==> config.mk <==
export PLATFORM = sky130hd
export DESIGN_NAME = alu_arbiter
export DESIGN_NICKNAME = d
export VERILOG_FILES = /design/src/rtl/alu_arbiter.sv
export SDC_FILE = /design/constraint.sdc
export NUM_CORES = 1
export LEC_CHECK = 0
export BUFFER_PORTS_ARGS = -buffer_cell sky130_fd_sc_hd__buf_2
export CORE_AREA = 2 2 168 170
export DETAILED_ROUTE_END_ITERATION = 10
export DIE_AREA = 0 0 170 172
export GPL_TIMING_DRIVEN = 0
export PLACE_DENSITY_LB_ADDON = 0.15
export SYNTH_ARGS = -nofsm -noshare
export SYNTH_HDL_FRONTEND = slang
export SYNTH_SLANG_ARGS = --single-unit
==> constraint.sdc <==
create_clock -name clk -period 5.4 [get_ports clk]
set_input_delay 1.08 -clock clk [delete_from_list [all_inputs] [get_ports clk]]
set_output_delay 1.08 -clock clk [all_outputs]
set_load 0.005 [all_outputs]
==> src/rtl/alu_arbiter.sv <==
// ---------------------------------------------------------------------------
// alu_arbiter
//   Round-robin arbiter that shares one external combinational ALU among four
//   requesters. One operation is handled every three cycles:
//     IDLE : pick a winner, latch its operands/opcode onto alu_a/alu_b/alu_op
//     EXEC : gnt pulse to the winner; ALU settles on the latched operands
//     RESP : done pulse to the winner; result/flags/err are already captured
//   The round-robin pointer moves to the requester after the winner when the
//   FSM returns to IDLE.
//
// Ports
//   clk, rst           clock, synchronous active-high reset
//   req[3:0]           per-requester request
//   op[15:0]           per-requester opcode, op[4i+3:4i] for requester i
//   a_in/b_in[4N-1:0]  per-requester operands, [N*i+N-1:N*i] for requester i
//   gnt[3:0]           one-hot grant pulse (operands latched)
//   done[3:0]          one-hot completion pulse
//   result, flags, err registered outcome, held until the next capture
//   busy               high whenever the FSM is not in IDLE
//   alu_a, alu_b, alu_op  registered inputs of the shared ALU
//   alu_result, alu_flags combinational outputs of the shared ALU
// ---------------------------------------------------------------------------
module alu_arbiter #(
    parameter  int N    = 32,
    localparam int NREQ = 4
) (
    input  logic              clk,
    input  logic              rst,
    input  logic [NREQ-1:0]   req,
    input  logic [4*NREQ-1:0] op,
    input  logic [NREQ*N-1:0] a_in,
    input  logic [NREQ*N-1:0] b_in,
    output logic [NREQ-1:0]   gnt,
    output logic [NREQ-1:0]   done,
    output logic [N-1:0]      result,
    output logic [3:0]        flags,
    output logic              err,
    output logic              busy,
    output logic [N-1:0]      alu_a,
    output logic [N-1:0]      alu_b,
    output logic [3:0]        alu_op,
    input  logic [N-1:0]      alu_result,
    input  logic [3:0]        alu_flags
);

    localparam int IW = $clog2(NREQ);
    localparam logic [3:0] OP_LAST_VALID = 4'd5;  // 0 sum .. 5 mov

    typedef logic [IW-1:0] idx_t;

    typedef enum logic [1:0] {
        IDLE,
        EXEC,
        RESP
    } state_t;

    state_t          state_q,  state_d;
    idx_t            ptr_q,    ptr_d;
    idx_t            winner_q, winner_d;
    logic [NREQ-1:0] gnt_q,    gnt_d;
    logic [NREQ-1:0] done_q,   done_d;
    logic [N-1:0]    result_q, result_d;
    logic [3:0]      flags_q,  flags_d;
    logic            err_q,    err_d;
    logic [N-1:0]    alu_a_q,  alu_a_d;
    logic [N-1:0]    alu_b_q,  alu_b_d;
    logic [3:0]      alu_op_q, alu_op_d;

    // Round-robin search starting at ptr_q; index arithmetic wraps mod NREQ.
    logic win_found;
    idx_t win_idx;
    idx_t cand;

    always_comb begin
        win_found = 1'b0;
        win_idx   = ptr_q;
        cand      = ptr_q;
        for (int i = 0; i < NREQ; i++) begin
            cand = ptr_q + IW'(i);
            if (!win_found && req[cand]) begin
                win_found = 1'b1;
                win_idx   = cand;
            end
        end
    end

    always_comb begin
        // NOTE: every _d gets a default before the case so no path leaves a
        // variable unassigned, which would otherwise infer a latch.
        state_d  = state_q;
        ptr_d    = ptr_q;
        winner_d = winner_q;
        gnt_d    = '0;
        done_d   = '0;
        result_d = result_q;
        flags_d  = flags_q;
        err_d    = err_q;
        alu_a_d  = alu_a_q;
        alu_b_d  = alu_b_q;
        alu_op_d = alu_op_q;

        unique case (state_q)
            IDLE: begin
                if (win_found) begin
                    winner_d = win_idx;
                    alu_a_d  = a_in[N*win_idx +: N];
                    alu_b_d  = b_in[N*win_idx +: N];
                    alu_op_d = op[4*win_idx +: 4];
                    gnt_d    = NREQ'(1) << win_idx;
                    state_d  = EXEC;
                end
            end
            EXEC: begin
                // Invalid opcodes never expose whatever the ALU produced.
                if (alu_op_q <= OP_LAST_VALID) begin
                    result_d = alu_result;
                    flags_d  = alu_flags;
                    err_d    = 1'b0;
                end else begin
                    result_d = '0;
                    flags_d  = '0;
                    err_d    = 1'b1;
                end
                done_d  = NREQ'(1) << winner_q;
                state_d = RESP;
            end
            RESP: begin
                ptr_d   = winner_q + IW'(1);
                state_d = IDLE;
            end
            default: state_d = IDLE;
        endcase
    end

    // NOTE: sequential state uses non-blocking assignments so every flop
    // samples the pre-edge value of its neighbours, independent of order.
    always_ff @(posedge clk) begin
        if (rst) begin
            state_q  <= IDLE;
            ptr_q    <= '0;
            winner_q <= '0;
            gnt_q    <= '0;
            done_q   <= '0;
            result_q <= '0;
            flags_q  <= '0;
            err_q    <= 1'b0;
            alu_a_q  <= '0;
            alu_b_q  <= '0;
            alu_op_q <= '0;
        end else begin
            state_q  <= state_d;
            ptr_q    <= ptr_d;
            winner_q <= winner_d;
            gnt_q    <= gnt_d;
            done_q   <= done_d;
            result_q <= result_d;
            flags_q  <= flags_d;
            err_q    <= err_d;
            alu_a_q  <= alu_a_d;
            alu_b_q  <= alu_b_d;
            alu_op_q <= alu_op_d;
        end
    end

    assign gnt    = gnt_q;
    assign done   = done_q;
    assign result = result_q;
    assign flags  = flags_q;
    assign err    = err_q;
    assign busy   = (state_q != IDLE);
    assign alu_a  = alu_a_q;
    assign alu_b  = alu_b_q;
    assign alu_op = alu_op_q;

endmodule

==> flow_summary.json <==
{
  "die_area_sq_um": 29240,
  "routed_wl_microns": 25580,
  "die_x_microns": 170,
  "ant_nets": 0,
  "grt_max_degree": 17,
  "synth_common_cells": "dfxtp_1, a221o_1, a22o_1, mux2_2, nor2_1",
  "synth_flop_cell": "dfxtp_1",
  "io-pin-count": 428,
  "cp-end-kind": "flip-flop",
  "finalCritPeriodShare": 0.6886,
  "die_y_microns": 172,
  "area_delta_synth_final_pct": 59.54,
  "ys_warn_count": 0,
  "status": "completed",
  "wire_per_inst_microns": 19.61,
  "hold_buffers": 0,
  "synth_most_common_cell": "dfxtp_1",
  "cts_made_buffers": 17,
  "fin_skew_ns": 0.01258,
  "drv_slew": 0,
  "worstSetupPathType": "in2reg",
  "max_slew_margin": 0.1679,
  "async_flop_share": 0,
  "clkSinkCount": 119,
  "clockPowerShare": 0.435,
  "multi_input_area_sq_um": 2761,
  "fin_ws_ns": 1.682,
  "synth.distinct_cells": 35,
  "drt_iter0_markers": 323,
  "arrival_ns": 4.02,
  "port_buffers": 426,
  "worst_pin_slew_ns": 1.241,
  "p_leak_nw": 4.183,
  "grt_pass1_wl_microns": 35890,
  "grt_use_total": 0.1652,
  "first_global_vias": 5921,
  "clkLatencyLatePin_ns": 0.42,
  "fin_cells": 1304,
  "yosysTopAreaCell": "dfxtp_1",
  "yosysSeqAreaShare": 0.4437,
  "path_max_fanout": 10,
  "hpwl_microns": 19870,
  "layout-drive-gt1-share": 0.5686,
  "synth-edff-count": 0,
  "p_sw_frac": 0.2834,
  "syn_area_sq_um": 5369,
  "grt_antenna_before_repair": 1,
  "p_sw_mw": 0.8011,
  "avgSynthCellArea_sq_um": 10.80,
  "p_comb_frac": 0.201,
  "start_util": 0.1954,
  "cts_tree": "built",
  "cts_root_buf": "clkbuf_16",
  "vias": 5943,
  "netlist_top_cells_area": "dfxtp_1, mux2_2, a221o_1, a22o_1, a22oi_1",
  "register_area_sq_um": 2382,
  "p_seq_frac": 0.364,
  "place_inst": 1269,
  "finalCriticalPeriod_ns": 3.718,
  "cts_resized": 0,
  "synthCells": 497,
  "worstPathRequired_ns": 5.70,
  "post_cts_buffers": 0,
  "ys_ff_latch": 119,
  "cts_max_level": 4,
  "synth_nets": 811,
  "rows": 61,
  "grt_overflow": 0,
  "routed_via_density": 4.558,
  "final_nets": 1256,
  "hold_slack_ns": 0.4995,
  "firstDrtPassIters": 4,
  "hold_viol": 0,
  "intPower_mw": 2.025,
  "cts_buffer_depth": 2,
  "max_freq_ghz": 0.2689,
  "rsz0062_at_grt": "no",
  "fillers": 2967,
  "powerDensity_nw_per_um2": 330.0,
  "gp_congestion": 0.7646,
  "min_path_type": "reg2reg",
  "synth.top_cell.area_share": 0.4437,
  "core_area_sq_um": 27480,
  "clk_pin_slew_worst_paths_ns": 0.06,
  "cp-start-kind": "input port",
  "max_cap_viol_count": 0,
  "fin_tns_setup_ns": 0,
  "irDropWorstVdd_uv": 179.1,
  "drcViolationCount": 0,
  "setup_violations": 0,
  "dpl_worst_slack_ns": 1.039
}
## worst paths after layout
path	from	endpoint	slack, ns	cells past startpoint
worst max-delay path	req[3]	alu_a[26]	1.68	7
worst min-delay path	result[30]	result[30]	0.50	2
worst max register to register	ptr_q[1]	alu_a[26]	2.03	6
worst min register to register	result[30]	result[30]	0.50	2
## flip-flops by register name, indices dropped and copies added, names as in the netlist
| signal | flops |
|---|---|
| gnt | 4 |
| alu_a | 32 |
| flags | 4 |
| alu_b | 32 |
| done | 4 |
| alu_op | 4 |
| ptr_q | 2 |
| err | 1 |
| state_q | 2 |
| result | 32 |
| winner_q | 2 |
## power groups by stage
stage	sequential, mW	clock, mW	combinational (mW)
3_5_place_dp	1.04	0	0.577
2_1_floorplan	1.05	0	0.261
3_3_place_gp	1.05	0	0.578
4_1_cts	1.03	1.26	0.579
5_1_grt	1.04	1.30	0.623
6_report	1.03	1.23	0.567
## routing by layer
metal  global-route usage  part of all wire
met1               0.2024              0.42
met2               0.2887              0.51
met3              0.03616             0.056
met4              0.05240            0.0097
met5                    0                 0
## per-stage QoR
step	area (sq um)	power [mW]	utilization
final	8566	2.827	0.3117
after global routing	8561	2.963	0.3116
after CTS	8558	2.870	0.3115
after detailed placement	7934	1.622	0.2888
after global placement	7934	1.626	0.2888
after floorplan	5369	1.310	-
## cells by family (layout without fill, tap and decap cells)
logic type             after synthesis  after routing  synth area share
AO/OA/AOI/OAI                      185            185            0.3069
XOR/XNOR                             1              1          0.001632
buffers and inverters               53            511           0.04195
flip-flops                         119            119            0.4437
multiplexers                        70             70            0.1464
other                                0              3                 0
AND/OR/NAND/NOR                     69             69           0.05943
## worst max-delay path, cell delays in order
cell	delay [ns]
buf_2	0.15
or3_1	0.12
o21ai_0	0.09
o31ai_2	0.98
clkbuf_1	0.82
mux2_2	0.45
a221o_1	0.32
## cells in the final DEF, fill, tap and decap left out, drive strengths merged, types with 3 or more instances in the layout
master and instances:
a21oi 4, a22o 68, a22oi 36, inv 10
o21ai 3, nor2b 4, nand2 3, buf 439
dfxtp 119, clkbuf 55, nor2 47, bufinv 3
a221o 68, clkinv 4, mux2 68, diode 3
## cell type report
class	count	share of cell area
Multi-Input combinational cell	325	0.3224
Antenna cell	3	0.0008764
Tap cell	346	0.05054
Timing Repair Buffer	426	0.2489
Clock inverter	14	0.02162
Buffer	50	0.02498
Clock buffer	18	0.05127
Sequential cell	119	0.2781
Inverter	3	0.001315
No activity file was read; power rests on OpenSTA's default activity.
